==> config.mk <==
export PLATFORM = sky130hd
export DESIGN_NAME = pipe_stage_fifo
export DESIGN_NICKNAME = d
export VERILOG_FILES = /design/src/rtl/pipe_pkg.sv /design/src/rtl/pipe_fifo_mem.sv /design/src/rtl/pipe_stage_fifo.sv
export SDC_FILE = /design/constraint.sdc
export NUM_CORES = 1
export LEC_CHECK = 0
export ABC_AREA = 0
export CORE_MARGIN = 2
export CORE_UTILIZATION = 23
export DETAILED_ROUTE_END_ITERATION = 7
export GPL_TIMING_DRIVEN = 0
export SYNTH_ARGS = -nofsm -noshare
export SYNTH_HDL_FRONTEND = slang
export SYNTH_SLANG_ARGS = --single-unit
==> constraint.sdc <==
create_clock -name clk -period 3.11 [get_ports clk]
set_clock_uncertainty 0.15 [all_clocks]
set_input_delay 0.622 -clock clk [delete_from_list [all_inputs] [get_ports clk]]
set_output_delay 0.622 -clock clk [all_outputs]
set_load 0.02 [all_outputs]
==> src/rtl/pipe_pkg.sv <==
// Shared pipeline constants: stage-bus widths used by every inter-stage buffer instance.
package pipe_pkg;

  localparam int unsigned IF2ID_W  = 32'd64;
  localparam int unsigned ID2EX_W  = 32'd158;
  localparam int unsigned EX2MEM_W = 32'd138;
  localparam int unsigned MEM2WB_W = 32'd70;

  function automatic bit is_pow2(input int unsigned n);
    return (n != 32'd0) && ((n & (n - 32'd1)) == 32'd0);
  endfunction

endpackage

==> src/rtl/pipe_fifo_mem.sv <==
// DEPTH x WIDTH storage array for the stage FIFO: one write port, asynchronous read port.
module pipe_fifo_mem
  import pipe_pkg::*;
#(
  parameter  int unsigned WIDTH = IF2ID_W,
  parameter  int unsigned DEPTH = 4,
  localparam int unsigned PTR_W = $clog2(DEPTH)
) (
  input  logic             clk,
  input  logic             resetn,
  input  logic             wr_en,
  input  logic [PTR_W-1:0] wr_addr,
  input  logic [WIDTH-1:0] wr_data,
  input  logic [PTR_W-1:0] rd_addr,
  output logic [WIDTH-1:0] rd_data
);

  logic [WIDTH-1:0] mem_r [DEPTH];

  // Entry write; every entry clears on reset so the head reads as zero afterwards.
  always_ff @(posedge clk or negedge resetn) begin
    if (!resetn) begin
      for (int i = 0; i < int'(DEPTH); i++) begin
        mem_r[i] <= {WIDTH{1'b0}};
      end
    end else if (wr_en) begin
      mem_r[wr_addr] <= wr_data;
    end
  end

  assign rd_data = mem_r[rd_addr];

endmodule

==> src/rtl/pipe_stage_fifo.sv <==
// Inter-stage FIFO buffer with valid/allowin handshakes. in_allowin comes only from
// registered occupancy, which cuts the combinational allowin chain between stages.
module pipe_stage_fifo
  import pipe_pkg::*;
#(
  parameter int unsigned WIDTH  = IF2ID_W,
  parameter int unsigned DEPTH  = 4,
  parameter bit          BYPASS = 1'b0,
  parameter int unsigned CNT_W  = $clog2(DEPTH + 1)
) (
  input  logic             clk,
  input  logic             resetn,
  input  logic             flush,
  input  logic             in_valid,
  output logic             in_allowin,
  input  logic [WIDTH-1:0] in_bus,
  output logic             out_valid,
  input  logic             out_allowin,
  output logic [WIDTH-1:0] out_bus,
  output logic [CNT_W-1:0] count,
  output logic             full,
  output logic             empty
);

  localparam int unsigned      PTR_W     = $clog2(DEPTH);
  localparam logic [PTR_W-1:0] PTR_ONE   = {{(PTR_W-1){1'b0}}, 1'b1};
  localparam logic [CNT_W-1:0] CNT_ONE   = {{(CNT_W-1){1'b0}}, 1'b1};
  localparam logic [CNT_W-1:0] CNT_DEPTH = CNT_W'(DEPTH);

  if ((DEPTH < 32'd2) || !is_pow2(DEPTH)) begin : g_bad_depth
    $error("pipe_stage_fifo: DEPTH must be a power of two and at least 2");
  end

  logic [PTR_W-1:0] wr_ptr_r, rd_ptr_r;
  logic [CNT_W-1:0] count_r, count_nxt_s;
  logic             full_r, empty_r;
  logic             push_s, pop_s, bypass_s, store_s, deq_s;
  logic [WIDTH-1:0] rd_data_s;

  assign in_allowin = ~full_r;
  assign bypass_s   = BYPASS & empty_r;
  assign push_s     = in_valid & in_allowin & ~flush;
  assign pop_s      = out_valid & out_allowin & ~flush;
  // A beat that passes straight through an empty bypass FIFO never touches storage.
  assign store_s    = push_s & ~(bypass_s & pop_s);
  assign deq_s      = pop_s & ~bypass_s;

  assign count = count_r;
  assign full  = full_r;
  assign empty = empty_r;

  pipe_fifo_mem #(
    .WIDTH (WIDTH),
    .DEPTH (DEPTH)
  ) u_mem (
    .clk     (clk),
    .resetn  (resetn),
    .wr_en   (store_s),
    .wr_addr (wr_ptr_r),
    .wr_data (in_bus),
    .rd_addr (rd_ptr_r),
    .rd_data (rd_data_s)
  );

  // Head select: an empty bypass FIFO forwards the upstream beat in the same cycle.
  always_comb begin
    out_valid = 1'b0;
    out_bus   = {WIDTH{1'b0}};
    if (bypass_s) begin
      out_valid = in_valid & ~flush;
      out_bus   = in_bus;
    end else begin
      out_valid = ~empty_r;
      out_bus   = rd_data_s;
    end
  end

  // Next occupancy from the stored-entry enqueue/dequeue pair.
  always_comb begin
    count_nxt_s = count_r;
    case ({store_s, deq_s})
      2'b10:   count_nxt_s = count_r + CNT_ONE;
      2'b01:   count_nxt_s = count_r - CNT_ONE;
      default: count_nxt_s = count_r;
    endcase
  end

  // Pointer/occupancy state; flush returns to the empty state without clearing storage.
  always_ff @(posedge clk or negedge resetn) begin
    if (!resetn) begin
      wr_ptr_r <= {PTR_W{1'b0}};
      rd_ptr_r <= {PTR_W{1'b0}};
      count_r  <= {CNT_W{1'b0}};
      full_r   <= 1'b0;
      empty_r  <= 1'b1;
    end else if (flush) begin
      wr_ptr_r <= {PTR_W{1'b0}};
      rd_ptr_r <= {PTR_W{1'b0}};
      count_r  <= {CNT_W{1'b0}};
      full_r   <= 1'b0;
      empty_r  <= 1'b1;
    end else begin
      if (store_s) wr_ptr_r <= wr_ptr_r + PTR_ONE;
      if (deq_s)   rd_ptr_r <= rd_ptr_r + PTR_ONE;
      count_r <= count_nxt_s;
      full_r  <= (count_nxt_s == CNT_DEPTH);
      empty_r <= (count_nxt_s == {CNT_W{1'b0}});
    end
  end

endmodule

# Yosys cells after proc, flatten, opt, wreduce, memory -nomap -nowiden
# Index checks and enable logic that the tools add are counted.
# totals
regBits	265
input_bits	69
elab_cells	46
# op_classes
n_addsub	4
n_lt_le_gt_ge	3
eq_ne	3
mux	14
n_bitwise	9
reduce_logical	4
# op_table
op	n
$bwmux 256	1
$mux 64	3
$bmux 64 s2	1
$demux 64 s2	1
$mux 2	4
$ge 3x3->1 const B	2
$not 2->3	2
$pmux 3 s2	1
$add 2x1->2 const B	2
$and 1x1->1	4
$reduce_bool 2->1	2
$add 3x1->3 const B	1
$eq 3x3->1 const B	1
$logic_not 3->1	1
$lt 3x1->1 const B	1
$mux 3	1
$not 1->1	3
$sub 3x1->3 const B	1
$eq 2x1->1 const B	1
$eq 2x2->1 const B	1
$mux 1	2
$logic_and 1x1->1	1

# Logic depth before layout (Yosys ltp)
# Gate-level depths: netlist (run 1).
# depth
depth_word	7
depth_mapped	8

# Cells and area by module
# From an unflattened synthesis (run 1), not the netlist that was laid out.
# unflattened
cells_unflattened	663
hier_area_um2	11621.1
# modules_own_cells
mod	n_inst	cells_each	area_per_inst_um2
pipe_fifo_mem	1	621	11162.0
pipe_stage_fifo	1	42	459.2

# Worst setup path before layout (run 1)
# No wires, ideal clock.
# synth_timing
kind	input -> register
startpoint	in flush
endpoint	reg full_r, in the netlist full
setup_ns	0.094
arrival_time_ns	2.327
required_time_ns	2.866
path_slack_ns	0.539
cell_stages	8
path_cell_list	buf_6 -> nor3b_4 -> inv_1 -> ha_1 -> fa_1 -> xnor2_1 -> or3_1 -> a211oi_1
# synth_via
elab_chain_len	6
elab_cells_between_ends	8
# synth_lines
element	line_no	rtl
start: declaration	pipe_stage_fifo.sv:13	input logic flush,
$not 1->1	-	
$and 1x1->1 (on tied branches)	pipe_stage_fifo.sv:43, pipe_stage_fifo.sv:42	
$eq 2x1->1 or $eq 2x2->1 (tied branches)	pipe_stage_fifo.sv:81	case ({store_s, deq_s})
$pmux 3 s2	pipe_stage_fifo.sv:81	
$eq 3x3->1	pipe_stage_fifo.sv:106	full_r <= (count_nxt_s == CNT_DEPTH);
$mux 1 *	pipe_stage_fifo.sv:96	end else if (flush) begin
end signal: assignment	pipe_stage_fifo.sv:106	
end: declaration	pipe_stage_fifo.sv:36	logic full_r, empty_r;
# Every way passes the cells marked *; elsewhere a longest branch is shown, timed or not.
# A chain may end at the register's enable or synchronous reset.

# Worst setup path after layout (run 1)
# layout_timing
startpoint	reg rd_ptr_r[0]
endpoint	out out_bus[5]
# layout_via
elab_chain_len	4
# layout_lines
element	line_no	rtl
start: declaration	pipe_stage_fifo.sv:34	logic [PTR_W-1:0] wr_ptr_r, rd_ptr_r;
start signal: assignment	pipe_stage_fifo.sv:92	rd_ptr_r <= {PTR_W{1'b0}};
start signal: assignment	pipe_stage_fifo.sv:98	rd_ptr_r <= {PTR_W{1'b0}};
start signal: assignment	pipe_stage_fifo.sv:104	if (deq_s) rd_ptr_r <= rd_ptr_r + PTR_ONE;
$not 2->3 (not written as such)	pipe_fifo_mem.sv:31	assign rd_data = mem_r[rd_addr];
$bmux 64 s2	pipe_fifo_mem.sv:31	
$mux 64 (not written as such) (2 in series)	pipe_fifo_mem.sv:31	
end: declaration	pipe_stage_fifo.sv:19	output logic [WIDTH-1:0] out_bus,
# Every way passes these cells. The select of a mux whose other input is x is not followed.

==> flow_metrics.tcl, run 1 <==
set metrics [dict create \
    syn-mean-instance-area_um2 19.1 \
    ir_drop_v 0.000403 \
    drive_gt1_frac 0.494 \
    slew_viol_final 0 \
    ant_nets 0 \
    final_cell_mix "263 x dfrtp_1, 240 x mux2_4, 81 x clkdlybuf4s50_1" \
    io_pins 140 \
    h-tree-depth 2 \
    yosys.cell_types.count 31 \
    grtUsageTotal 0.111 \
    ys_seq_area_frac 0.517 \
    cp_slowest_cell "clkdlybuf4s50_1" \
    final_common_cell "dfrtp_1" \
    path_max_fanout 10 \
    viasPerCell 4.04 \
    hpwl_mm 19.3 \
    row_count 86 \
    rsz0062_at_grt "no" \
    crit_chain "buf_8 -> mux4_2 -> clkdlybuf4s50_1" \
    utilization 0.301 \
    grt_max_degree 118 \
    timing.fmax_mhz 330 \
    setup_viol 0 \
    post_dp_cell_area_um2 15200 \
    nets 928 \
    synth.net_count 748 \
    topRoutingLayerUsed "met5" \
    min_to "wr_ptr_r[0]$_DFFE_PN0P_" \
    cts_tree "done" \
    drc 0 \
    area_delta_synth_final_pct 29.1 \
    cap_violations 0 \
    drt_iter0_markers 267 \
    netlist_instances 673 \
    p_per_area_nw_per_um2 776 \
    critPathKind "flip-flop to primary output" \
    die_area_um2 57700 \
    fin_hold_ws_ns 0.153 \
    clkSlewWorstSetupHoldPaths_ns 0.06 \
    syn_area_um2 12800 \
    clk_path_buf_depth 3 \
    worst_pin_slew_ns 0.678 \
    port_buffers 138 \
    finalHoldViolations 0 \
    antenna_found_initial 3 \
    hold_depth 2 \
    core_um2 55100 \
    clock_latency_ns 0.52 \
    crit-reg2reg-launch "full$_DFF_PN0_" \
    grt-ovfl-total 0 \
    r2r_end "full$_DFF_PN0_" \
    ff2ff_setup_slack_ns 0.64 \
    die_h_um 240 \
    worstHoldPathType "primary input to flip-flop" \
    yosys_warnings 0 \
    die_w_um 240 \
    synth_seq_cells 265 \
    clock_sinks 265 \
    wl_met2_mm 13.3 \
    dr.pass1.iters 4 \
    vias 6560 \
    fin_area_um2 16600 \
    crit_required_ns 2.34 \
    cts_root_buf "clkbuf_16" \
    status "finished, final reports clean" \
    power_leakage_nw 7.16 \
    relSlewSlack 0.548 \
    fin_crit_sh 0.973 \
    max_stage_delay_ns 0.55 \
    initial_core_util 0.233 \
    power_mw 12.8 \
    cp-end-kind "primary output" \
    cts_inserted_buffers 36 \
    drt-met1-wl_mm 15.2 \
    routed-wl-met3_mm 1.78 \
    wl_per_cell_um 19.1 \
    grt_pass1_wl_mm 48.0 \
    rr_worst_depth 7 \
    min_period_ns 3.03 \
    place_congestion 0.693 \
    drt-total-wl_mm 31.0 \
    min_from "flush" \
    critPathArrivalTime_ns 2.25 \
    start_kind "flip-flop" \
    grt_pass1_vias 7440 \
]
[timing repair]
item / in CTS / in global routing
resized for setup: 99 / 14
endpoints found under the setup margin: 64 / 17
pin swaps: 0 / 0
buffers inserted: 0 / 1
hold buffers: 1 / 0
hold endpoints to repair: 64 / 0
[worst max path at each step]
stage,slack [ns],cells after the start,end,start
after floorplan,0.54,8,full$_DFF_PN0_,flush
after global placement,-10.54,1,u_mem.mem_r[109]$_DFFE_PN0P_,resetn
after detailed placement,-0.16,4,out_bus[40],rd_ptr_r[1]$_DFFE_PN0P_
after CTS,0.00006,4,out_bus[24],rd_ptr_r[0]$_DFFE_PN0P_
after global routing,0.001,3,out_bus[5],rd_ptr_r[0]$_DFFE_PN0P_
final,0.08,3,out_bus[5],rd_ptr_r[0]$_DFFE_PN0P_
[metrics by stage]
stage / cells / TNS [ns] / setup WS, ns
global placement: 1559 / -2780.03 / -10.54
floorplan: 673 / 0 / 0.539
finish: 1625 / 0 / 0.0832
global route: 1624 / 0 / 0.00139
detailed placement: 1561 / -2.70 / -0.161
CTS: 1623 / 0 / 0.0000597
[worst max-delay path, delay by kind of cell (launching register included)]
family   cells  cell delay (ns)
flops        1             0.44
mux          1             0.53
buf+inv      2             0.76
[report_power, final]
part	switching [mW]	internal [mW]
Clock	1.58	2.73
Sequential	0.574	4.50
Combinational	1.20	2.25
Total	3.36	9.49
[cell type report]
type                    instances  area, um2
plain buffers                  44        771
flip-flops and latches        265       6630
clock inverters                 9        151
repair buffers                142       1430
diodes                          1       2.50
well taps                     748        936
inverters                       6       22.5
multi-input cells             358       5530
clock buffers                  52       1080
fillers                      5476      38500
[synthesized netlist by cell type]
| library cell | n | area share |
|---|---|---|
| a211oi_1 | 1 | 0.00059 |
| a21oi_1 | 2 | 0.00078 |
| and2_1 | 1 | 0.00049 |
| and2_4 | 4 | 0.0027 |
| buf_1 | 4 | 0.0012 |
| buf_12 | 28 | 0.044 |
| buf_2 | 7 | 0.0027 |
| buf_4 | 2 | 0.0012 |
| buf_6 | 1 | 0.00088 |
| clkbuf_1 | 2 | 0.00059 |
| dfrtp_1 | 264 | 0.51 |
| dfstp_2 | 1 | 0.0020 |
| fa_1 | 1 | 0.0016 |
| ha_1 | 5 | 0.0049 |
| inv_1 | 6 | 0.0018 |
| mux2_2 | 16 | 0.014 |
| mux2_4 | 240 | 0.28 |
| mux2i_1 | 2 | 0.0016 |
| mux4_2 | 64 | 0.11 |
| nand3b_1 | 1 | 0.00059 |
| nor2_1 | 7 | 0.0020 |
| nor2b_1 | 2 | 0.00097 |
| nor3_1 | 1 | 0.00039 |
| nor3b_1 | 1 | 0.00059 |
| nor3b_4 | 1 | 0.0015 |
| o21a_1 | 1 | 0.00059 |
| o21ai_0 | 1 | 0.00039 |
| o31ai_1 | 1 | 0.00059 |
| or3_1 | 1 | 0.00049 |
| xnor2_1 | 3 | 0.0020 |
| xor2_1 | 2 | 0.0014 |
[registers in the layout (all words and copies together), names as in the netlist]
register / cells
count: 3
empty: 1
full: 1
rd_ptr_r: 2
u_mem.mem_r: 256
wr_ptr_r: 2
[per-layer routing]
layer | vias up | global-route usage
li1 | 2855 | -
met1 | 3523 | 0.160
met2 | 132 | 0.160
met3 | 44 | 0.0351
met4 | 6 | 0.0290
met5 | - | 0
[cells by family after synthesis]
group	Yosys count	synth area share
muxes	322	0.409
and+or+nand+nor	19	0.00975
adders and majority gates	6	0.00643
xor gates and xnor gates	5	0.00341
AOI/OAI and AO/OA	6	0.00293
buffers and inverters	50	0.0520
DFF	265	0.517
No activity file was read; power rests on OpenSTA's default activity.
==> run 2: changes to the inputs <==
- CORE_ASPECT_RATIO: unset -> 0.5
==> run 2 against run 1 <==
  * Final area fell by 2.0%
  * Critical path depth stayed put
  * First-iteration DRC count increased by 21%
  * Global-route usage decreased by 0.88 points
  * Die area increased by 0.20%
  * Highest routed layer is now met4
==> flow_metrics.tcl, run 2 (synthesis results as in run 1) <==
set metrics [dict create \
    viasPerCell 4.01 \
    fin_crit_sh 0.977 \
    area_delta_synth_final_pct 26.4 \
    slew_viol_final 0 \
    io_pins 140 \
    final.setup.tns_ns 0 \
    die_w_um 338 \
    relSlewSlack 0.514 \
    clkSlewWorstSetupHoldPaths_ns 0.06 \
    crit-reg2reg-launch "empty$_DFF_PN1_" \
    die_h_um 171 \
    start_kind "flip-flop" \
    rsz0062_at_grt "yes" \
    power_leakage_nw 7.01 \
    utilization 0.293 \
    grt-ovfl-total 0 \
    grt_pass1_wl_mm 46.2 \
    crit_chain "buf_8 -> mux4_2 -> clkdlybuf4s50_1" \
    n_fill_cell 5437 \
    drt_iter0_markers 324 \
    clk_path_buf_depth 3 \
    cts_tree "done" \
    setup_viol 0 \
    min_from "flush" \
    drc 0 \
    h-tree-depth 1 \
    max_stage_delay_ns 0.59 \
    hpwl_mm 20.0 \
    ant_nets 0 \
    fin_area_um2 16200 \
    path_max_fanout 10 \
    n_antenna_cell 0 \
    post-place-ws_ns -0.0241 \
    initial_core_util 0.232 \
    cp-startpoint "rd_ptr_r[0]$_DFFE_PN0P_" \
    row_count 61 \
    p_per_area_nw_per_um2 741 \
    cpLargestDelayFamily "buffers and inverters" \
    finalHoldViolations 0 \
    cp_slowest_cell "clkdlybuf4s50_1" \
    grtUsageTotal 0.102 \
    final_cell_mix "263 x dfrtp_1, 240 x mux2_4, 81 x clkdlybuf4s50_1" \
    regMostFlops "u_mem.mem_r" \
    min_period_ns 3.04 \
    worstHoldPathType "primary input to flip-flop" \
    wl_per_cell_um 18.3 \
    nets 920 \
    grt_max_degree 117 \
    cap_violations 0 \
    cp-end-kind "primary output" \
    clock_latency_ns 0.54 \
    port_buffers 138 \
    final_common_cell "dfrtp_1" \
    drt-total-wl_mm 29.7 \
    antenna_found_initial 0 \
    grt_pass1_vias 7455 \
    post_dp_cell_area_um2 15200 \
    worst_pin_slew_ns 0.729 \
    vias 6499 \
    fin_ws_ns 0.0710 \
    critPathArrivalTime_ns 2.27 \
    place_congestion 0.721 \
    largest_register_ffs 256 \
    critPathKind "flip-flop to primary output" \
    die_area_um2 57800 \
    status "finished, final reports clean" \
    crit_required_ns 2.34 \
    ir_drop_v 0.000398 \
    dr.pass1.iters 4 \
    critPathBufInv 2 \
    cts_root_buf "clkbuf_16" \
    cts_inserted_buffers 29 \
    drive_gt1_frac 0.482 \
    clock_sinks 265 \
    timing.fmax_mhz 329 \
    core_um2 55300 \
]
==> run 2: layout make-up <==
cell class                      count  area (um2)  share of cell area
Buffer                             44         717              0.0442
Timing Repair Buffer              141        1420              0.0872
Sequential cell                   265        6630               0.409
Inverter                            6        22.5             0.00139
Multi-Input combinational cell    358        5530               0.341
Clock buffer                       43         858              0.0529
Clock inverter                      8        96.3             0.00594
Tap cell                          756         946              0.0583
==> run 2: what timing repair did <==
item                       in CTS  in global routing
setup buffers                   0                  0
hold endpoints to repair       43                  0
gates cloned                    0                  0
setup endpoints to repair      64                 21
hold buffers                    1                  0
gates resized for setup        69                 13
==> run 2: where the power goes <==
part | internal, mW | leakage (nW) | switching (mW)
clock network | 2.06 | 0.471 | 1.39
logic | 2.24 | 3.23 | 1.24
registers | 4.50 | 3.32 | 0.601
total | 8.79 | 7.01 | 3.23
==> run 2: layer usage <==
layer  GRT usage  up-vias  part of all wire  wire (um)
met4      0.0309        0             0.029        846
met5           0        -                 0          0
met1       0.123     3547              0.40      11900
li1            -     2836                 -          -
met3      0.0119       44             0.020        579
met2       0.191       72              0.55      16300
==> run 2: metrics by stage <==
stage                     hold slack (ns)  std cells  total power, mW
after detailed placement            0.339       1569             8.78
after floorplan                     0.176        673             7.49
after global routing                0.152       1621             12.6
final                               0.156       1621             12.0
after CTS                           0.132       1621             12.2
after global placement              0.334       1567             8.60
==> run 2: final timing paths <==
path                                          endpoint  slack, ns  cells past startpoint
hold / removal                 wr_ptr_r[0]$_DFFE_PN0P_       0.16                      2
max in group asynchronous  u_mem.mem_r[67]$_DFFE_PN0P_       1.46                      3
hold reg to reg            u_mem.mem_r[96]$_DFFE_PN0P_       0.35                      1
setup reg to reg                        full$_DFF_PN0_       0.63                      7
min in group asynchronous  u_mem.mem_r[38]$_DFFE_PN0P_       0.43                      2
setup / recovery                           out_bus[54]       0.07                      3
